$ cat src/rtl/oled_request_scheduler.sv
// oled_request_scheduler
//   Sequences an SSD1331 OLED interface for several requesters: power-on,
//   draw, clear and power-off. Requests latch into sticky pending bits and
//   are arbitrated by fixed priority in IDLE. The block drives the
//   interface's mode/start handshake and waits for ready to fall, then rise.
//   It also powers on automatically after reset, can refresh periodically,
//   and times out the handshake.
//
// Ports
//   i_CLK, i_RST_N       clock, asynchronous active-low reset
//   i_REQ_DRAW/CLEAR/OFF request inputs (pulse or level)
//   i_BG_COLOR           requested background colour
//   i_OLED_READY         interface ready (low while an operation runs)
//   o_MODE               00 ON, 01 DRAW, 10 CLEAR, 11 OFF
//   o_START              start strobe, START_CYCLES long
//   o_BG_COLOR           colour latched at grant
//   o_GRANT              one-hot {OFF,CLEAR,DRAW,ON} in service
//   o_BUSY               not IDLE
//   o_POWERED            display on
//   o_DONE / o_TIMEOUT   one-cycle completion / handshake-failure pulses
//
// Optional feature: define OLED_SCHED_COLOR_TRACK_EN to queue a DRAW
//   automatically when i_BG_COLOR differs from the last drawn colour for
//   two consecutive powered IDLE cycles.
module oled_request_scheduler #(
  parameter int N_COLOR_BITS   = 8,
  parameter int START_CYCLES   = 20,
  parameter int ACK_CYCLES     = 64,
  parameter int TIMEOUT_CYCLES = 50000000,
  parameter int REFRESH_CYCLES = 0
) (
  input  logic                    i_CLK,
  input  logic                    i_RST_N,
  input  logic                    i_REQ_DRAW,
  input  logic                    i_REQ_CLEAR,
  input  logic                    i_REQ_OFF,
  input  logic [N_COLOR_BITS-1:0] i_BG_COLOR,
  input  logic                    i_OLED_READY,
  output logic [1:0]              o_MODE,
  output logic                    o_START,
  output logic [N_COLOR_BITS-1:0] o_BG_COLOR,
  output logic [3:0]              o_GRANT,
  output logic                    o_BUSY,
  output logic                    o_POWERED,
  output logic                    o_DONE,
  output logic                    o_TIMEOUT
);

  typedef enum logic [2:0] {
    S_IDLE,
    S_WAIT_RDY,
    S_START,
    S_WAIT_ACK,
    S_WAIT_DONE,
    S_COMPLETE,
    S_FAIL
  } state_t;

  localparam int MAX_SA  = (START_CYCLES > ACK_CYCLES) ? START_CYCLES : ACK_CYCLES;
  localparam int CNT_MAX = (MAX_SA > TIMEOUT_CYCLES) ? MAX_SA : TIMEOUT_CYCLES;
  localparam int CW      = $clog2(CNT_MAX + 1);

  localparam logic [CW-1:0] START_LAST = CW'(START_CYCLES - 1);
  localparam logic [CW-1:0] ACK_LAST   = CW'(ACK_CYCLES - 1);
  localparam logic [CW-1:0] TO_LAST    = CW'(TIMEOUT_CYCLES - 1);

  localparam int RW = (REFRESH_CYCLES > 1) ? $clog2(REFRESH_CYCLES) : 1;
  localparam logic [RW-1:0] REF_LAST = RW'((REFRESH_CYCLES > 0) ? REFRESH_CYCLES - 1 : 0);

  state_t         state, state_n;
  logic [CW-1:0]  cnt;
  logic [RW-1:0]  ref_cnt;
  logic           ref_hit;
  logic           track_hit;

  logic           pend_on, pend_draw, pend_clear, pend_off;
  logic [3:0]     grant_n;
  logic [1:0]     mode_n;
  logic           drop_on, drop_off;
  logic           grant_issue;

  // Arbitration. While unpowered, any display work first needs ON; the
  // draw/clear bits stay pending and are served after power-up.
  always_comb begin
    grant_n  = '0;
    mode_n   = 2'b00;
    drop_on  = 1'b0;
    drop_off = 1'b0;
    if (!o_POWERED) begin
      drop_off = pend_off;
      if (pend_on || pend_draw || pend_clear) begin
        grant_n = 4'b0001;
        mode_n  = 2'b00;
      end
    end else begin
      drop_on = pend_on;
      if (pend_off) begin
        grant_n = 4'b1000;
        mode_n  = 2'b11;
      end else if (pend_clear) begin
        grant_n = 4'b0100;
        mode_n  = 2'b10;
      end else if (pend_draw) begin
        grant_n = 4'b0010;
        mode_n  = 2'b01;
      end
    end
  end

  assign grant_issue = (state == S_IDLE) && (grant_n != 4'b0000);

  always_comb begin
    state_n = state;
    case (state)
      S_IDLE:      if (grant_issue) state_n = S_WAIT_RDY;
      S_WAIT_RDY:  if (i_OLED_READY) state_n = S_START;
      S_START:     if (cnt >= START_LAST) state_n = S_WAIT_ACK;
      S_WAIT_ACK: begin
        if (!i_OLED_READY)         state_n = S_WAIT_DONE;
        else if (cnt >= ACK_LAST)  state_n = S_FAIL;
      end
      S_WAIT_DONE: begin
        if (i_OLED_READY)          state_n = S_COMPLETE;
        else if (cnt >= TO_LAST)   state_n = S_FAIL;
      end
      S_COMPLETE:  state_n = S_IDLE;
      S_FAIL:      state_n = S_IDLE;
      default:     state_n = S_IDLE;
    endcase
  end

  assign o_START   = (state == S_START);
  assign o_BUSY    = (state != S_IDLE);
  assign o_DONE    = (state == S_COMPLETE);
  assign o_TIMEOUT = (state == S_FAIL);

  // State, wait counter (restarts on every state change, saturates) and
  // the registered operation outputs.
  always_ff @(posedge i_CLK or negedge i_RST_N) begin
    if (!i_RST_N) begin
      state      <= S_IDLE;
      cnt        <= '0;
      o_MODE     <= 2'b00;
      o_GRANT    <= '0;
      o_BG_COLOR <= '0;
      o_POWERED  <= 1'b0;
    end else begin
      state <= state_n;
      if (state_n != state)  cnt <= '0;
      else if (cnt != '1)    cnt <= cnt + CW'(1);

      if (grant_issue) begin
        o_MODE     <= mode_n;
        o_GRANT    <= grant_n;
        o_BG_COLOR <= i_BG_COLOR;
      end
      if (state == S_COMPLETE) begin
        if (o_GRANT[0]) o_POWERED <= 1'b1;
        if (o_GRANT[3]) o_POWERED <= 1'b0;
      end
      if (state == S_COMPLETE || state == S_FAIL) o_GRANT <= '0;
    end
  end

  // Pending bits: a same-cycle set always beats a clear, so a request
  // arriving in its own grant cycle is not lost.
  logic clr_on, clr_draw, clr_clear, clr_off;
  logic set_on, set_draw, set_clear, set_off;
  logic failing;

  assign failing   = (state == S_FAIL);
  assign clr_on    = (grant_issue && grant_n[0]) || ((state == S_IDLE) && drop_on);
  assign clr_draw  = grant_issue && grant_n[1];
  assign clr_clear = grant_issue && grant_n[2];
  assign clr_off   = (grant_issue && grant_n[3]) || ((state == S_IDLE) && drop_off);
  assign set_on    = failing && o_GRANT[0];
  assign set_draw  = i_REQ_DRAW  || (failing && o_GRANT[1]) || ref_hit || track_hit;
  assign set_clear = i_REQ_CLEAR || (failing && o_GRANT[2]);
  assign set_off   = i_REQ_OFF   || (failing && o_GRANT[3]);

  always_ff @(posedge i_CLK or negedge i_RST_N) begin
    if (!i_RST_N) begin
      pend_on    <= 1'b1;
      pend_draw  <= 1'b0;
      pend_clear <= 1'b0;
      pend_off   <= 1'b0;
    end else begin
      pend_on    <= (pend_on    && !clr_on)    || set_on;
      pend_draw  <= (pend_draw  && !clr_draw)  || set_draw;
      pend_clear <= (pend_clear && !clr_clear) || set_clear;
      pend_off   <= (pend_off   && !clr_off)   || set_off;
    end
  end

  // Refresh timer runs only while powered and restarts from zero on power-up.
  assign ref_hit = (REFRESH_CYCLES > 0) && o_POWERED && (ref_cnt == REF_LAST);

  always_ff @(posedge i_CLK or negedge i_RST_N) begin
    if (!i_RST_N) begin
      ref_cnt <= '0;
    end else if (!o_POWERED || (REFRESH_CYCLES == 0) || ref_hit) begin
      ref_cnt <= '0;
    end else begin
      ref_cnt <= ref_cnt + RW'(1);
    end
  end

`ifdef OLED_SCHED_COLOR_TRACK_EN
  logic [N_COLOR_BITS-1:0] last_color;
  logic                    diff, diff_q;

  // Two consecutive differing cycles debounce switch inputs; no new set while
  // a draw is already pending, so the grant cycle does not re-arm it.
  assign diff      = (state == S_IDLE) && o_POWERED && (i_BG_COLOR != last_color);
  assign track_hit = diff && diff_q && !pend_draw;

  always_ff @(posedge i_CLK or negedge i_RST_N) begin
    if (!i_RST_N) begin
      last_color <= '0;
      diff_q     <= 1'b0;
    end else begin
      diff_q <= diff;
      if (grant_issue && grant_n[1]) last_color <= i_BG_COLOR;
    end
  end
`else
  assign track_hit = 1'b0;
`endif

endmodule

$ cat config.mk
export PLATFORM = sky130hd
export DESIGN_NAME = oled_request_scheduler
export DESIGN_NICKNAME = d
export VERILOG_FILES = /design/src/rtl/oled_request_scheduler.sv
export SDC_FILE = /design/constraint.sdc
export NUM_CORES = 1
export LEC_CHECK = 0
export CAP_MARGIN = 10
export CORE_MARGIN = 5
export CORE_UTILIZATION = 46
export CTS_CLUSTER_SIZE = 10
export DETAILED_ROUTE_END_ITERATION = 10
export PLACE_DENSITY = 0.69
export SETUP_SLACK_MARGIN = 0.05
export SLEW_MARGIN = 20
export SYNTH_ARGS = -nofsm -noshare
export SYNTH_HDL_FRONTEND = slang
export SYNTH_SLANG_ARGS = --single-unit
$ cat constraint.sdc
create_clock -name i_CLK -period 5.6 [get_ports i_CLK]
set_input_delay 1.12 -clock i_CLK [delete_from_list [all_inputs] [get_ports i_CLK]]
set_output_delay 1.12 -clock i_CLK [all_outputs]
set_load 0.05 [all_outputs]
After elaboration in Yosys (flattened, before gate mapping)
Cells that the tools add are included.
{"block": "classes", "addsub": 1, "n_lt_le_gt_ge": 3, "eq_ne": 8, "muxes": 25, "reduce_logical": 38}
{"op": "26-bit 2-to-1 mux", "n": 2}
{"op": "26-bit by 1-bit adder with 26-bit output (second input constant)", "n": 1}
{"op": "26-bit >= comparator (second input constant)", "n": 1}
{"op": "26-bit by 5-bit >= comparator with 1-bit output (second input constant)", "n": 1}
{"op": "26-bit by 6-bit >= comparator with 1-bit output (second input constant)", "n": 1}
{"op": "26-bit inequality test (second input constant)", "n": 1}
{"op": "3-bit 2-to-1 mux", "n": 8}
{"op": "4-bit 2-to-1 mux", "n": 4}
{"op": "1-bit logical AND", "n": 15}
{"op": "3-bit one-hot mux with 5 select lines", "n": 1}
{"op": "1-bit logical OR", "n": 12}
{"op": "3-bit equality test (second input constant)", "n": 3}
{"op": "2-bit 2-to-1 mux", "n": 4}
{"op": "3-bit by 2-bit equality test with 1-bit output (second input constant)", "n": 2}
{"op": "1-bit 2-to-1 mux", "n": 6}
{"op": "2-bit nonzero test", "n": 3}
{"op": "1-bit logical NOT", "n": 4}
{"op": "4-bit nonzero test", "n": 1}
{"op": "3-bit by 1-bit equality test with 1-bit output (second input constant)", "n": 1}
{"op": "3-bit logical NOT", "n": 1}
{"op": "3-bit inequality test", "n": 1}
{"op": "3-bit nonzero test", "n": 1}
{"op": "2-bit AND reduction", "n": 1}
{"block": "word_totals", "ff_bits": 48, "input_bits": 14, "out_inout_bits": 19}

Logic depth before layout (Yosys ltp)
{"block": "logic_depth", "ltp_word": 11, "depth_mapped": 8, "depth_no_buf": 6}

Least setup slack after synthesis
Ideal clock, no wire load.
{"block": "synth_path", "kind": "input port to flip-flop", "startpoint": "input port i_OLED_READY", "endpoint": "register cnt[11]", "setup_time_ns": 0.087, "t_arrival_ns": 2.510, "t_required_ns": 5.513, "path_slack_ns": 3.003, "path_stages": 6, "path_buffers": 2, "path_cell_list": "clkbuf_1 or4b_1 a32oi_1 nand2_2 buf_1 nor3_1"}
{"block": "synth_between", "elab_chain_cells": 4, "word_cells_on_any_way": 7, "classes_between": "1 x eq/ne; 5 x mux; 1 x reduce/logical"}
{"element": "from (decl)", "line": "38", "text": "input logic i_OLED_READY,"}
{"element": "3-bit 2-to-1 mux, on equally long branches", "line": "123, 116, 119"}
{"element": "3-bit one-hot mux with 5 select lines *", "line": "114", "text": "case (state)"}
{"element": "3-bit inequality test *", "line": "149", "text": "if (state_n != state) cnt <= '0;"}
{"element": "26-bit 2-to-1 mux / 2-bit nonzero test (equally long branches)"}
{"element": "to (signal assigned)", "line": "150", "text": "else if (cnt != '1) cnt <= cnt + CW'(1);"}
{"element": "to (decl)", "line": "71", "text": "logic [CW-1:0] cnt;"}
Every way passes the cells marked *; elsewhere a longest branch is shown, timed or not.
A chain may end at the register's enable or synchronous reset.

Final worst setup path
{"block": "layout_path", "startpoint": "register state[0]", "endpoint": "output port o_BUSY"}
{"block": "layout_between", "elab_chain_cells": 1}
{"element": "from (decl)", "line": "70", "text": "state_t state, state_n;"}
{"element": "from (signal assigned)", "line": "148", "text": "state <= state_n;"}
{"element": "3-bit nonzero test", "line": "133", "text": "assign o_BUSY = (state != S_IDLE);"}
{"element": "to (decl)", "line": "43", "text": "output logic o_BUSY,"}
Every way passes these cells.

==> flow_summary.yaml <==
worst_hold_path:
  hp-class: "reg -> reg"
  min_from: "o_MODE[0]"
  min_path_cells: 2
  hold_path_end: "o_MODE[0]"
placed_design:
  portBuffers: 32
  dp_cells: 376
  place_hpwl_um: 4390
  gp_congestion: 0.896
critical_path:
  end_kind: "primary output"
  crit_slowest_cell: "clkdlybuf4s50_1"
  worstPathArrival_ps: 2340
  critPathMaxFanout: 15
  slowest_delay_ps: 750
  worstReg2RegEnd: "cnt[2]"
  path_buf_inv: 2
  reg2regPathDepth: 6
  required_ps: 4480
  critical_path_class: "reg -> out"
  crit_family: "buffers and inverters"
  r2r-start: "cnt[10]"
  path_cells: "nor3_1 -> inv_1 -> clkdlybuf4s50_1"
  cp-start-kind: "register"
  r2r_setup_slack_ps: 3260
clock_network:
  clock_sinks: 48
  hold_buffers: 0
  cts_buffers: 5
  cts_resized: 0
  clockBufferDepth: 2
  cts_setup_buffers: 0
  htree_levels: 2
  tritoncts: "yes"
  clock_latency_ps: 310
  path_clk_slew_ps: 90
  root_buffer: "clkbuf_8"
sta:
  rsz0062_at_grt: "no"
  timing.slew.headroom_pct: 58.9
  whs_ps: 491
  clock-skew-final_ps: 6.98
  drv_slew: 0
  timing.fmax_mhz: 289
  setup-tns-final_ps: 0
  fin_crit_sh_pct: 61.7
  hold_viol: 0
  setup_violations: 0
  final.min_clock_period_ps: 3460
  worst_pin_slew_ps: 615
pwr:
  p_sw_w: 0.000641
  p_leak_nw: 1.24
  p_int_w: 0.000753
  switching_share_pct: 45.9
  share_comb_of_total_power_pct: 48.2
  peakVddDrop_mv: 0.307
  power_density_nw_per_um2: 431
  p_seq_share_pct: 35.9
  clkPwrFrac_pct: 15.9
route:
  wl_um: 6250
  vias_per_cell: 5.85
  route.detailed.drc: 0
  drtAntennaViolNets: 0
  vias: 2247
  firstDrtPassIters: 4
  wl_per_cell_um: 16.3
  drt-initial-drc-count: 196
synth:
  yosys-top-cells-count: "47 x dfrtp_1, 25 x nand2_1, 19 x nor3_1, 16 x nand3_1, 13 x nor2_1"
  synthArstFlopShare_pct: 100
  synthDistinctLibCells: 65
  syn_inst: 284
  yosysTopAreaCell: "dfrtp_1"
  synthMostInstantiatedCell: "dfrtp_1"
  syn_area_sq_um: 2810
  yosysSeqAreaShare_pct: 42.7
  synth.avg_cell_area_sq_um: 9.90
  synth.area.top_cells: "dfrtp_1 42%, nor3_1 3.4%, nand2_1 3.3%"
  yosys_most_used_dff: "dfrtp_1"
  yosys_warnings: 0
  synth_top_area_share_pct: 41.8
  synth_seq_cells: 48
  syn_nets: 299
  synth-edff-count: 0
die:
  dieArea_sq_um: 7780
  start_util_pct: 47.5
  rows: 28
  core_sq_um: 5920
  die_h_um: 88.2
  die_x_um: 88.2
  ios: 33
finish:
  fin_nets: 323
  syn2layout_area_growth_pct: 15.1
  seq_area_sq_um: 1200
  n_fill_cell: 529
  fin_cells: 384
  layout-drive-gt1-share_pct: 12.9
  multi_input_area_sq_um: 1500
  diodes: 0
grt:
  grt_pass1_wl_um: 11000
  grt_start_max_net_pins: 49
  first_global_vias: 2221
  antenna_found_initial: 0
  grt_usage_pct: 17.9
  gr-total-overflow: 0
run_status:
  status: "finished clean"
run:
  cap_viol_max_count: 0
[cell usage in the layout, fill, tap and decap left out, drive strengths merged, types with 4 or more instances in the layout]
cell type       n
a211oi          9
a21oi          11
and3            8
and4            4
clkbuf          6
clkdlybuf4s50  31
dfrtp          47
mux2            8
mux2i           4
nand2          26
nand3          18
nand4           9
nor2           13
nor2b           6
nor3           20
nor4            7
o21ai          11
o31ai           7
or3             4
or4             7
xnor2          10
[layer usage]
metal | vias to the layer above | track usage [%] | wire (um)
met4 | 0 | 5.77 | 98
met3 | 9 | 3.57 | 226
met1 | 1082 | 25.9 | 3070
met5 | - | 0 | 0
li1 | 1122 | - | -
met2 | 34 | 26.9 | 2850
[per-stage QoR]
step	total power (W)	util (%)	setup WS, ps	instance area, sq um
detailed placement	0.00119	53.0	2280	3140
floorplan	0.000984	-	3000	2810
CTS	0.00141	54.7	2130	3240
global placement	0.00118	53.0	2330	3140
finish	0.00139	54.7	2140	3240
global route	0.00149	54.7	1980	3240
[power groups by stage]
stage | combinational [W] | clock, W | sequential, W
2_1_floorplan | 0.000333 | 0 | 0.000651
3_3_place_gp | 0.000671 | 0 | 0.000504
3_5_place_dp | 0.000680 | 0 | 0.000507
4_1_cts | 0.000681 | 0.000230 | 0.000499
5_1_grt | 0.000727 | 0.000245 | 0.000514
6_report | 0.000672 | 0.000222 | 0.000500
[worst reg2reg max path, cell delays in order (launching register included)]
cell and delay (ps):
dfrtp_1 490, nor4_4 330, nand4_1 250, nor4_2 430, o32ai_4 120, buf_4 260, a2111oi_1 350
[kinds of logic (layout without fill, tap and decap cells)]
family / count (synthesis) / after routing / synth area share (%)
multiplexers: 12 / 12 / 4.63
XOR/XNOR: 12 / 12 / 3.74
buffers and inverters: 20 / 45 / 4.31
AND/OR/NAND/NOR: 132 / 132 / 27.9
AO/OA/AOI/OAI: 59 / 59 / 16.2
adder cells (fa/ha/maj): 1 / 1 / 0.445
flip-flops: 48 / 48 / 42.7
[worst max path at each step]
stage                 startpoint  endpoint  depth (start not counted)
floorplan           i_OLED_READY   cnt[11]                          6
global placement    i_OLED_READY    cnt[2]                          5
detailed placement  i_OLED_READY    cnt[2]                          5
CTS                     state[0]    o_BUSY                          3
global route            state[0]    o_BUSY                          3
finish                  state[0]    o_BUSY                          3
[sequential cells by signal, summed over array words and instances (netlist names), 2 cells and up]
register / flops
cnt: 26
o_BG_COLOR: 8
o_GRANT: 4
o_MODE: 2
state: 3
[final cells by class]
type | count | area share, %
timing repair buffer | 34 | 10.3
multi-input combinational | 216 | 46.3
tap | 75 | 2.90
clock buffer | 6 | 2.55
inverter | 3 | 0.348
clock inverter | 2 | 0.464
sequential | 48 | 37.1
Power figures use the tool's default switching activity.
